<file path="src/rtl/addr_chaser_4b_pkg.sv">
`default_nettype none
// ============================================================================
//  Module   : addr_chaser_4b_pkg
//  Brief    : Shared mode and direction encodings for the LED address chaser.
//  Revision : 1.0  initial release
// ============================================================================
package addr_chaser_4b_pkg;

    typedef logic [1:0] mode_t;

    localparam mode_t MODE_UP     = 2'b00;
    localparam mode_t MODE_DOWN   = 2'b01;
    localparam mode_t MODE_PING   = 2'b10;
    localparam mode_t MODE_MANUAL = 2'b11;

    // Direction values double as the ping-pong FSM state encoding.
    localparam logic [0:0] DIR_UP   = 1'b0;
    localparam logic [0:0] DIR_DOWN = 1'b1;

endpackage : addr_chaser_4b_pkg
`default_nettype wire

</file>
<file path="src/rtl/addr_chaser_4b_tick_gen.sv">
`default_nettype none
// ============================================================================
//  Module   : tick_gen
//  Brief    : Prescaler counting 0..PRESCALE-1; pulses tick_o at terminal count.
//  Revision : 1.0  initial release
// ============================================================================
module tick_gen #(
    parameter int PRESCALE = 25_000_000,
    parameter int CNT_W    = 25
) (
    input  logic clk_i,
    input  logic reset_i,
    input  logic enable_i,
    input  logic clear_i,
    output logic tick_o
);

    localparam logic [CNT_W-1:0] C_TERM = CNT_W'(PRESCALE - 1);

    logic [CNT_W-1:0] cnt_q;
    logic [CNT_W-1:0] cnt_d;
    logic             w_at_term;

    assign w_at_term = (cnt_q == C_TERM);
    // Tick is combinational so the consumer's registers see it in the same cycle.
    assign tick_o    = enable_i & ~clear_i & w_at_term;

    always_comb begin
        cnt_d = cnt_q;
        if (clear_i) begin
            cnt_d = '0;
        end else if (enable_i) begin
            cnt_d = w_at_term ? '0 : cnt_q + 1'b1;
        end
    end

    always_ff @(posedge clk_i or posedge reset_i) begin
        if (reset_i) begin
            cnt_q <= '0;
        end else begin
            cnt_q <= cnt_d;
        end
    end

endmodule : tick_gen
`default_nettype wire

</file>
<file path="src/rtl/addr_chaser_4b.sv">
`default_nettype none
// ============================================================================
//  Module   : addr_chaser_4b
//  Brief    : 4-bit walking address sequencer (up/down/ping-pong/manual) that
//             feeds a 4-to-16 one-hot LED decoder.
//  Revision : 1.0  initial release
// ============================================================================
module addr_chaser_4b
    import addr_chaser_4b_pkg::*;
#(
    parameter int PRESCALE = 25_000_000,
    parameter int CNT_W    = 25
) (
    input  logic       clk_i,
    input  logic       reset_i,
    input  logic       run_i,
    input  logic [1:0] mode_i,
    input  logic       step_i,
    input  logic       blank_i,
    output logic       en_o,
    output logic [3:0] a_o,
    output logic       dir_o,
    output logic       tick_o
);

    mode_t       mode_q;
    logic        step_q;
    logic [0:0]  pp_q;
    logic [0:0]  pp_d;
    logic [3:0]  a_q;
    logic [3:0]  a_d;
    logic        dir_q;
    logic        dir_d;
    logic        en_q;
    logic        tick_q;

    logic        w_mode_chg;
    logic        w_manual;
    logic        w_step_rise;
    logic        w_tg_tick;
    logic        w_advance;

    assign w_mode_chg  = (mode_q != mode_i);
    assign w_manual    = (mode_q == MODE_MANUAL);
    assign w_step_rise = step_i & ~step_q;

    tick_gen #(
        .PRESCALE (PRESCALE),
        .CNT_W    (CNT_W)
    ) u_tick_gen (
        .clk_i    (clk_i),
        .reset_i  (reset_i),
        .enable_i (run_i & ~w_manual),
        .clear_i  (w_mode_chg | w_manual),
        .tick_o   (w_tg_tick)
    );

    // A mode change swallows any coincident terminal count or step edge.
    assign w_advance = ~w_mode_chg & (w_manual ? w_step_rise : w_tg_tick);

    always_comb begin
        a_d  = a_q;
        pp_d = pp_q;
        if (w_mode_chg) begin
            if (mode_i == MODE_PING) begin
                pp_d = (a_q == 4'hF) ? DIR_DOWN : DIR_UP;
            end
        end else if (w_advance) begin
            case (mode_q)
                MODE_DOWN: a_d = a_q - 4'd1;
                MODE_PING: begin
                    if (pp_q == DIR_UP) begin
                        a_d = a_q + 4'd1;
                        if (a_q == 4'd14) pp_d = DIR_DOWN;
                    end else begin
                        a_d = a_q - 4'd1;
                        if (a_q == 4'd1) pp_d = DIR_UP;
                    end
                end
                default:   a_d = a_q + 4'd1;
            endcase
        end
    end

    // mode_i equals mode_q except on a change, where it is the mode being entered.
    always_comb begin
        dir_d = DIR_UP;
        case (mode_i)
            MODE_DOWN: dir_d = DIR_DOWN;
            MODE_PING: dir_d = pp_d;
            default:   dir_d = DIR_UP;
        endcase
    end

    always_ff @(posedge clk_i or posedge reset_i) begin
        if (reset_i) begin
            mode_q <= MODE_UP;
            step_q <= 1'b0;
            pp_q   <= DIR_UP;
            a_q    <= 4'd0;
            dir_q  <= 1'b0;
            en_q   <= 1'b0;
            tick_q <= 1'b0;
        end else begin
            mode_q <= mode_i;
            step_q <= step_i;
            pp_q   <= pp_d;
            a_q    <= a_d;
            dir_q  <= dir_d;
            en_q   <= ~blank_i;
            tick_q <= w_advance;
        end
    end

    assign en_o   = en_q;
    assign a_o    = a_q;
    assign dir_o  = dir_q;
    assign tick_o = tick_q;

endmodule : addr_chaser_4b
`default_nettype wire

</file>
<file path="config.mk">
export PLATFORM = sky130hd
export DESIGN_NAME = addr_chaser_4b
export DESIGN_NICKNAME = d
export VERILOG_FILES = /design/src/rtl/addr_chaser_4b_pkg.sv /design/src/rtl/addr_chaser_4b_tick_gen.sv /design/src/rtl/addr_chaser_4b.sv
export SDC_FILE = /design/constraint.sdc
export NUM_CORES = 1
export LEC_CHECK = 0
export BUFFER_PORTS_ARGS = -buffer_cell sky130_fd_sc_hd__buf_2
export CAP_MARGIN = 20
export CORE_UTILIZATION = 46
export DETAILED_ROUTE_END_ITERATION = 16
export PLACE_DENSITY = 0.71
export SETUP_SLACK_MARGIN = 0.5
export SLEW_MARGIN = 20
export SYNTH_ARGS = -nofsm -noshare
export SYNTH_HDL_FRONTEND = slang
export SYNTH_SLANG_ARGS = --single-unit
</file>
<file path="constraint.sdc">
create_clock -name clk_i -period 2.6 [get_ports clk_i]
set_input_delay 0.13 -clock clk_i [delete_from_list [all_inputs] [get_ports clk_i]]
set_output_delay 0.13 -clock clk_i [all_outputs]
set_load 0.03 [all_outputs]
</file>
* Yosys cells after proc, flatten, opt, wreduce, memory -nomap -nowiden *
Index checks and enable logic that the tools add are counted.

storage, ports and cells
  register bits after elaboration = 36
  input port bits = 7
  output and inout bits = 7
  logic and storage cells = 49

cells by class
  $add $sub $neg = 3
  equal/unequal tests = 10
  mux-type cells = 15
  bitwise gates (word level) = 11
  reductions and logical operators = 2

operators by type and width
  operator               number
  $mux 25                3
  $add 25x1->25 const B  1
  $eq 25x25->1 const B   1
  $mux 1                 9
  $eq 4x4->1 const B     2
  $pmux 4 s2             1
  $eq 2x2->1 const B     3
  $and 1x1->1            5
  $not 1->1              5
  $add 4x1->4 const B    1
  $eq 2x1->1 const B     2
  $eq 4x1->1 const B     1
  $mux 4                 1
  $sub 4x1->4 const B    1
  $ne 2x2->1             1
  $pmux 1 s2             1
  $reduce_and 2->1       1
  $reduce_bool 2->1      1
  $or 1x1->1             1

* Longest topological paths before layout *
Gate-level depths: netlist of run 1.

  word-level depth = 10
  mapped depth = 8
  mapped depth without buffers = 7

* Cells and area by module *
Synthesis of run 1 repeated with hierarchy kept, for this count alone.

second synthesis, totals
  cells, all modules = 245
  area total of the unflattened synthesis = 2229.6 um^2

modules (own cells, without submodules)
  module          times used  cells an instance  area each (um^2)  seq. area each (um^2)
  tick_gen        1           172                1517.7            625.6
  addr_chaser_4b  1           73                 711.9             275.3

* Least setup slack after synthesis of run 1 *
OpenSTA, ideal clock, no wires.

  path type = register to register
  from = register u_tick_gen.cnt_q[0]
  to = register a_q[0] (netlist: a_o[0])
  library setup time = 0.125 ns
  arrival = 1.850 ns
  required time = 2.475 ns
  setup slack = 0.625 ns
  cell stages (with the launch flop) = 7
  path buffers = 0
  clock period less this slack = 1.975 ns
  cells stage by stage = dfrtp_1 -> ha_1 -> and3_2 -> and4_1 -> and2_1 -> a21oi_1 -> mux2_2

on the way
  cells in the longest elaborated chain, start to end = 5

ends and longest elaborated chain
  item                        RTL line                       source
  start: declaration          addr_chaser_4b_tick_gen.sv:20  logic [CNT_W-1:0] cnt_q;
  start signal: assignment    addr_chaser_4b_tick_gen.sv:41  cnt_q <= cnt_d;
  $eq 25x25->1                addr_chaser_4b_tick_gen.sv:24  assign w_at_term = (cnt_q == C_TERM);
  $and 1x1->1                 addr_chaser_4b_tick_gen.sv:26  assign tick_o = enable_i & ~clear_i & w_at_term;
  $mux 1                      addr_chaser_4b.sv:59           assign w_advance = ~w_mode_chg & (w_manual ? w_step_rise : w_tg_tick);
  $and 1x1->1                 addr_chaser_4b.sv:59
  $reduce_and 2->1 (no line)  n/a
  end signal: assignment      addr_chaser_4b.sv:100          a_q <= 4'd0;
  end signal: assignment      addr_chaser_4b.sv:108          a_q <= a_d;
  end: declaration            addr_chaser_4b.sv:30           logic [3:0] a_q;

Every way passes these cells.
A chain may end at the register's enable or synchronous reset.

* Worst setup path after layout of run 1 *
Ends and elaborated chain as after synthesis.

==> results of run 1 <==
## logic make-up after synthesis
family / Yosys count / synth area share [%]
AOI/OAI and AO/OA: 70 / 19.5
xor gates and xnor gates: 2 / 0.770
adders and majority gates: 10 / 5.50
buffers and inverters: 26 / 5.83
DFF: 36 / 39.6
muxes: 3 / 1.37
and+or+nand+nor: 110 / 27.5
## metrics by stage
stage	instance area, um^2	total power, mW	instances
after floorplan	2280	0.856	257
after detailed placement	2390	0.937	329
final	2590	1.43	342
after CTS	2550	1.44	342
after global routing	2590	1.50	342
after global placement	2390	0.934	329
## power by group
group | switching (mW) | leakage, nW | total [mW] | internal, mW
Sequential | 0.0467 | 0.483 | 0.639 | 0.593
Clock | 0.209 | 0.0541 | 0.492 | 0.284
Combinational | 0.184 | 0.539 | 0.297 | 0.113
## cells in the mapped netlist, types with 2 or more instances
| master | count | area, um^2 |
|---|---|---|
| sky130_fd_sc_hd__a22o_1 | 2 | 17.5 |
| sky130_fd_sc_hd__buf_4 | 3 | 22.5 |
| sky130_fd_sc_hd__nand3_1 | 16 | 80.1 |
| sky130_fd_sc_hd__nor2b_1 | 2 | 12.5 |
| sky130_fd_sc_hd__o21ai_0 | 8 | 40.0 |
| sky130_fd_sc_hd__nor3_1 | 5 | 25.0 |
| sky130_fd_sc_hd__or2_2 | 2 | 12.5 |
| sky130_fd_sc_hd__a31oi_1 | 17 | 106 |
| sky130_fd_sc_hd__a41oi_1 | 5 | 43.8 |
| sky130_fd_sc_hd__and4_1 | 4 | 35.0 |
| sky130_fd_sc_hd__clkbuf_1 | 2 | 7.51 |
| sky130_fd_sc_hd__o211ai_1 | 2 | 15.0 |
| sky130_fd_sc_hd__nand4_2 | 2 | 25.0 |
| sky130_fd_sc_hd__nor2_1 | 12 | 45.0 |
| sky130_fd_sc_hd__nor4_1 | 5 | 31.3 |
| sky130_fd_sc_hd__nand2_1 | 25 | 93.8 |
| sky130_fd_sc_hd__or3_1 | 3 | 18.8 |
| sky130_fd_sc_hd__a21oi_1 | 21 | 105 |
| sky130_fd_sc_hd__and2_1 | 3 | 18.8 |
| sky130_fd_sc_hd__ha_1 | 10 | 125 |
| sky130_fd_sc_hd__nand4_1 | 9 | 56.3 |
| sky130_fd_sc_hd__or4_1 | 3 | 22.5 |
| sky130_fd_sc_hd__o21a_1 | 2 | 15.0 |
| sky130_fd_sc_hd__o22ai_1 | 3 | 18.8 |
| sky130_fd_sc_hd__nand2b_1 | 4 | 25.0 |
| sky130_fd_sc_hd__a211oi_1 | 2 | 15.0 |
| sky130_fd_sc_hd__and3_1 | 4 | 25.0 |
| sky130_fd_sc_hd__nor4b_1 | 3 | 26.3 |
| sky130_fd_sc_hd__xnor2_1 | 2 | 17.5 |
| sky130_fd_sc_hd__inv_1 | 14 | 52.6 |
| sky130_fd_sc_hd__buf_2 | 5 | 25.0 |
| sky130_fd_sc_hd__dfrtp_1 | 36 | 901 |
| sky130_fd_sc_hd__mux2i_1 | 2 | 20.0 |
## worst paths after layout
| check | slack (ns) | endpoint | cells past startpoint |
|---|---|---|---|
| worst max-delay path | 0.61 | a_o[0]$_DFFE_PP0P_ | 6 |
| worst min-delay path | 0.15 | dir_o$_DFF_PP0_ | 3 |
| worst max register to register | 0.61 | a_o[0]$_DFFE_PP0P_ | 6 |
| worst min register to register | 0.51 | u_tick_gen.cnt_q[21]$_DFFE_PP0P_ | 1 |
| max in group asynchronous | 1.80 | u_tick_gen.cnt_q[15]$_DFFE_PP0P_ | 4 |
| min in group asynchronous | 0.49 | a_o[1]$_DFFE_PP0P_ | 4 |
## timing repair
item | 4_1_cts | 5_1_grt
endpoints found under the setup margin | 5 | 14
pin swaps | 0 | 0
hold buffers | 5 | 0
resized for setup | 2 | 7
hold endpoints to repair | 40 | 0
gates cloned | 0 | 0
## registers in the layout (all words and copies together), names as in the netlist
register,cells
step_q,1
a_o,4
tick_o,1
dir_o,1
pp_q,1
u_tick_gen.cnt_q,25
en_o,1
mode_q,2
## worst min-delay path, stage by stage
cell and delay [ns]:
sky130_fd_sc_hd__buf_2 0.11, sky130_fd_sc_hd__ha_1 0.13, sky130_fd_sc_hd__a311oi_1 0.04
## cell type report
cell class | count | share of cell area (%)
multi-input cells | 195 | 49.5
repair buffers | 22 | 6.10
clock inverters | 3 | 1.64
inverters | 14 | 2.03
well taps | 67 | 3.24
flip-flops and latches | 36 | 34.8
clock buffers | 5 | 2.66
## per-layer routing
layer	part of all wire (%)	track usage, %
met5	0	0
met4	1.6	9.59
met3	3.8	3.33
met2	47	33.6
met1	48	29.5
==> impl_metrics.csv, run 1 <==
group,metric,value,unit
outcome,status,"complete, no violations",
placed_design,buffer_ports.inserted,13,
cts,clock_latency_at_the_later_pin_of_the_worst_skew_pair,0.30,ns
global_routing,grt_pass1_vias,1839,
setup_path,slowest_delay,0.42,ns
placed_design,place_congestion,0.904,
cts,tritoncts,"built",
global_routing,grtUsageTotal,21.5,%
layout,drive_gt1_share,16.4,%
floorplanning,die_height,72.3,um
sta,timing.final.setup_violations,0,
floorplanning,starting_density,47.9,%
global_routing,antenna_violations_before_repair,0,
sta,final_setup_margin,0.607,ns
layout,nNetsFinal,291,
layout,syn2layout_area_growth,13.6,%
setup_path,worstSetupStartpointType,"register",
setup_path,cp-startpoint,"u_tick_gen.cnt_q[0]$_DFFE_PP0P_",
yosys,synth_seq_cells,36,
power,p_leak,1.08,nW
setup_path,critical_path.cell_chain,"ha_2 -> and3_2 -> and4_1 -> and2_1 -> a21oi_2 -> mux2_2",
route,routed_wirelength,5140,um
power,pwr_density_cell,552,nW/um^2
route,via_per_inst,5.94,
yosys,synth-edff-count,0,
floorplanning,die-area,5230,um^2
sta,worst_pin_slew,0.465,ns
yosys,post_synth_cell_types,52,
route,drt_iter0_drc,101,
global_routing,grt_first_pass_wirelength,8670,um
sta,timing.final.max_slew_violations,0,
setup_path,worst_reg2reg_startpoint,"u_tick_gen.cnt_q[0]$_DFFE_PP0P_",
route,drt-pass1-iter-count,4,
cts,postCtsSetupRepairBufs,0,
global_routing,globalRoute.totalOverflow,0,
setup_path,timing.critical_path.buf_inv,0,
cts,h_tree_depth_reported_by_cts,2,
route,avg_wl_per_cell,15.0,um
sta,clock_period_minus_worst_slack,1.99,ns
sta,hold_slack,0.152,ns
sta,rsz0062_at_grt,"yes",
sta,fmax,502,MHz
layout,area_used_by_multi_input_combinational_logic,1280,um^2
setup_path,setup.worst_path.class,"register to register",
yosys,postSynthCellCount,257,
setup_path,crit_path_max_fanout,5,
floorplanning,core_area,4750,um^2
placed_design,dp_hpwl,3570,um
route,remaining_drc_errors,0,
yosys,postSynth.topFlopCell,"sky130_fd_sc_hd__dfrtp_1",
layout,post_route_utilization,54.4,%
floorplanning,fp-row-count,25,
route,dr_total_vias,2033,
floorplanning,chipWidth,72.3,um
cts,clockRootBuffer,"sky130_fd_sc_hd__clkbuf_8",
sta,finalClockSkew,0.00474,ns
sta,final.period_utilization,76.7,%
yosys,synthArstFlopShare,100,%
setup_path,arrival,2.18,ns
yosys,synthesis.nets,274,
power,vdd_drop_max,0.316,mV
yosys,post_synth_instance_area,2280,um^2
floorplanning,pin_count,14,
global_routing,pin_count_of_the_biggest_net_entering_global_routing,37,
hold_path,min-delay-path-class,"primary input to register",
sta,hold_violations,0,
sta,maxSlewHeadroom,69.0,%
yosys,synth_sequential_area_ratio,39.6,%
layout,layout.area.seq,901,um^2
setup_path,worst_path_dominant_cell_family,"simple AND/OR/NAND/NOR gates",
setup_path,slowest_stage,"sky130_fd_sc_hd__dfrtp_1",
layout,layout.cells.most_common,"sky130_fd_sc_hd__dfrtp_1",
yosys,count_of_yosys_warnings_during_synthesis,0,
run,max_cap_viol_count,0,
route,route.antenna.remaining_nets,0,
layout,n_antenna_cell,0,
placed_design,post-place-ws,0.467,ns
cts,clock_path_buffers,2,
hold_path,min_from,"mode_i[1]",
sta,timing.setup.tns,0,ns
cts,cts_buffers,5,
yosys,avgSynthCellArea,8.86,um^2
layout,layout_common_cells,"sky130_fd_sc_hd__dfrtp_1, sky130_fd_sc_hd__nand2_1, sky130_fd_sc_hd__a21oi_1",
layout,fillCellCount,445,
cts,cts_sinks,36,
setup_path,crit_end_element,"register",
cts,cts.reportedPaths.clkPinSlew,0.07,ns
setup_path,required,2.78,ns
Note: power is estimated with default switching activity, not from simulation.
==> inputs of run 2 (changes only) <==
--- a/config.mk
+++ b/config.mk
@@ -9,7 +9,7 @@
 export CAP_MARGIN = 20
 export CORE_UTILIZATION = 46
 export DETAILED_ROUTE_END_ITERATION = 16
-export PLACE_DENSITY = 0.71
+export PLACE_DENSITY = 0.74
 export SETUP_SLACK_MARGIN = 0.5
 export SLEW_MARGIN = 20
 export SYNTH_ARGS = -nofsm -noshare
==> constraint.sdc (replaced) <==
create_clock -name clk_i -period 1.7 [get_ports clk_i]
set_input_delay 0.085 -clock clk_i [delete_from_list [all_inputs] [get_ports clk_i]]
set_output_delay 0.085 -clock clk_i [all_outputs]
set_load 0.03 [all_outputs]
==> run 2 against run 1 <==
The flow now finishes with violations (setup timing). Largest cell class unchanged. Critical path type unchanged. Maximum frequency rose by 12%. Sequential power rose by 55%. Non-clock buffer count rose by 64. Cell count rose by 19%. Power rose by 59%. Worst hold slack got worse by 0.022 ns. Clock skew rose by 0.0055 ns. Highest routed layer unchanged. Routed wire length rose by 37%. Worst setup slack got worse by 0.69 ns. Combinational power rose by 110%.
==> impl_metrics.csv, run 2 (synthesized netlist as in run 1, its figures left out) <==
group,metric,value,unit
outcome,status,"finished, violations left",
outcome,violations_in_the_final_reports,"setup timing",
setup_path,worstSetupStartpointType,"register",
sta,worst_pin_slew,0.481,ns
layout,layout.cells.most_common,"sky130_fd_sc_hd__buf_4",
cts,clockRootBuffer,"sky130_fd_sc_hd__clkbuf_8",
setup_path,setup.worst_path.class,"register to register",
cts,tritoncts,"built",
layout,largest_register_ffs,25,
global_routing,pin_count_of_the_biggest_net_entering_global_routing,37,
sta,clock_period_minus_worst_slack,1.79,ns
cts,cts_buffers,5,
floorplanning,pin_count,14,
floorplanning,chipWidth,72.3,um
sta,timing.final.max_slew_violations,0,
layout,area_used_by_multi_input_combinational_logic,1590,um^2
power,pwr_density_cell,661,nW/um^2
power,p_leak,1.49,nW
hold_path,min_path_cells,3,
hold_path,min-delay-path-class,"primary input to register",
sta,maxSlewHeadroom,67.9,%
sta,hold_violations,0,
route,drt-pass1-iter-count,5,
sta,rsz0062_at_grt,"yes",
layout,largest-register,"u_tick_gen.cnt_q",
sta,finalClockSkew,0.0102,ns
global_routing,grt_pass1_vias,2350,
sta,final.period_utilization,105,%
setup_path,critical_path_cell_count,6,
placed_design,dp_hpwl,4340,um
route,dr_total_vias,2423,
setup_path,slowest_stage,"sky130_fd_sc_hd__dfrtp_1",
cts,clock_latency_at_the_later_pin_of_the_worst_skew_pair,0.30,ns
power,vdd_drop_max,0.470,mV
layout,post_route_utilization,72.3,%
route,drt_iter0_drc,151,
setup_path,slowest_delay,0.43,ns
layout,drive_gt1_share,49.0,%
placed_design,place_congestion,0.928,
cts,h_tree_depth_reported_by_cts,2,
floorplanning,starting_density,47.9,%
cts,cts_sinks,36,
layout,fillCellCount,319,
route,remaining_drc_errors,0,
run,max_cap_viol_count,0,
setup_path,crit_path_max_fanout,8,
floorplanning,core_area,4750,um^2
global_routing,antenna_violations_before_repair,0,
setup_path,timing.critical_path.buf_inv,1,
setup_path,arrival,1.96,ns
sta,timing.final.setup_violations,23,
cts,clock_path_buffers,2,
sta,hold_slack,0.130,ns
global_routing,globalRoute.totalOverflow,0,
placed_design,buffer_ports.inserted,13,
layout,layout_common_cells,"sky130_fd_sc_hd__buf_4, sky130_fd_sc_hd__dfrtp_1, sky130_fd_sc_hd__nand2_1",
setup_path,crit_end_element,"register",
setup_path,worst_path_dominant_cell_family,"simple AND/OR/NAND/NOR gates",
sta,final_setup_margin,-0.0851,ns
floorplanning,die-area,5230,um^2
route,via_per_inst,5.97,
setup_path,required,1.88,ns
global_routing,grt_first_pass_wirelength,10800,um
layout,syn2layout_area_growth,51.0,%
setup_path,critical_path.cell_chain,"nor4b_2 -> nand4_1 -> o21a_2 -> bufbuf_16 -> o211ai_1 -> nand3_1",
route,route.antenna.remaining_nets,0,
cts,cts.reportedPaths.clkPinSlew,0.08,ns
setup_path,reg2reg_depth,6,
route,routed_wirelength,7020,um
layout,nNetsFinal,355,
power,report.power.total,2.27,mW
layout,layout.area.seq,908,um^2
layout,n_antenna_cell,0,
global_routing,grtUsageTotal,27.3,%
sta,fmax,560,MHz
floorplanning,fp-row-count,25,
floorplanning,die_height,72.3,um
route,avg_wl_per_cell,17.3,um
run 2: changes by cell type in the layout (fill, tap and decap cells not counted), sizes merged:
cell      change
clkinvlp      -1
clkinv        +1
bufinv        -1
buf          +63
clkbuf        +1
bufbuf        +1
run 2: worst min-delay path, stage by stage:
cell and delay, ns:
sky130_fd_sc_hd__buf_2 0.12, sky130_fd_sc_hd__ha_1 0.15, sky130_fd_sc_hd__a311oi_2 0.04
run 2: cell type report:
class                   instances  area share (%)
multi-input cells             195            46.4
flip-flops and latches         36            26.4
repair buffers                 86            20.5
well taps                      67            2.44
clock buffers                   6            2.40
inverters                      14            1.53
clock inverters                 2           0.291
run 2: worst paths after layout:
check / startpoint / end / slack (ns)
min in group asynchronous: reset_i / tick_o$_DFF_PP0_ / 0.44
max reg2reg: u_tick_gen.cnt_q[10]$_DFFE_PP0P_ / u_tick_gen.cnt_q[17]$_DFFE_PP0P_ / -0.09
min reg2reg: u_tick_gen.cnt_q[21]$_DFFE_PP0P_ / u_tick_gen.cnt_q[21]$_DFFE_PP0P_ / 0.56
max: u_tick_gen.cnt_q[10]$_DFFE_PP0P_ / u_tick_gen.cnt_q[17]$_DFFE_PP0P_ / -0.09
min: mode_i[1] / dir_o$_DFF_PP0_ / 0.13
max in group asynchronous: reset_i / u_tick_gen.cnt_q[8]$_DFFE_PP0P_ / 0.89
run 2: through the flow:
step,std cells,TNS (ns),instance area [um^2],setup slack (ns)
3_3_place_gp,380,-0.378,2850,-0.0553
4_1_cts,404,-0.466,3280,-0.0568
3_5_place_dp,380,-0.723,2850,-0.0998
2_1_floorplan,257,-0.179,2360,-0.0606
6_report,406,-1.06,3440,-0.0851
5_1_grt,406,-3.04,3440,-0.173
run 2: what timing repair did:
action | 4_1_cts | 5_1_grt
pin swaps | 23 | 9
endpoints found under the hold margin | 40 | 0
resized for setup | 46 | 29
hold buffers | 5 | 0
setup buffers | 10 | 2
cloned | 1 | 0
endpoints found under the setup margin | 32 | 32
run 2: per-layer routing:
metal,global-route usage (%),vias to the layer above,part of all wire [%]
li1,-,1128,-
met1,34.3,1169,42
met2,45.5,103,50
met3,4.17,23,5.4
met4,13.7,0,2.4
met5,0,-,0
run 2: power by group:
group	switching, mW	leakage [nW]	internal (mW)
sequential	0.0826	0.475	0.910
clock	0.327	0.0510	0.324
combinational	0.364	0.962	0.263
total	0.773	1.49	1.50
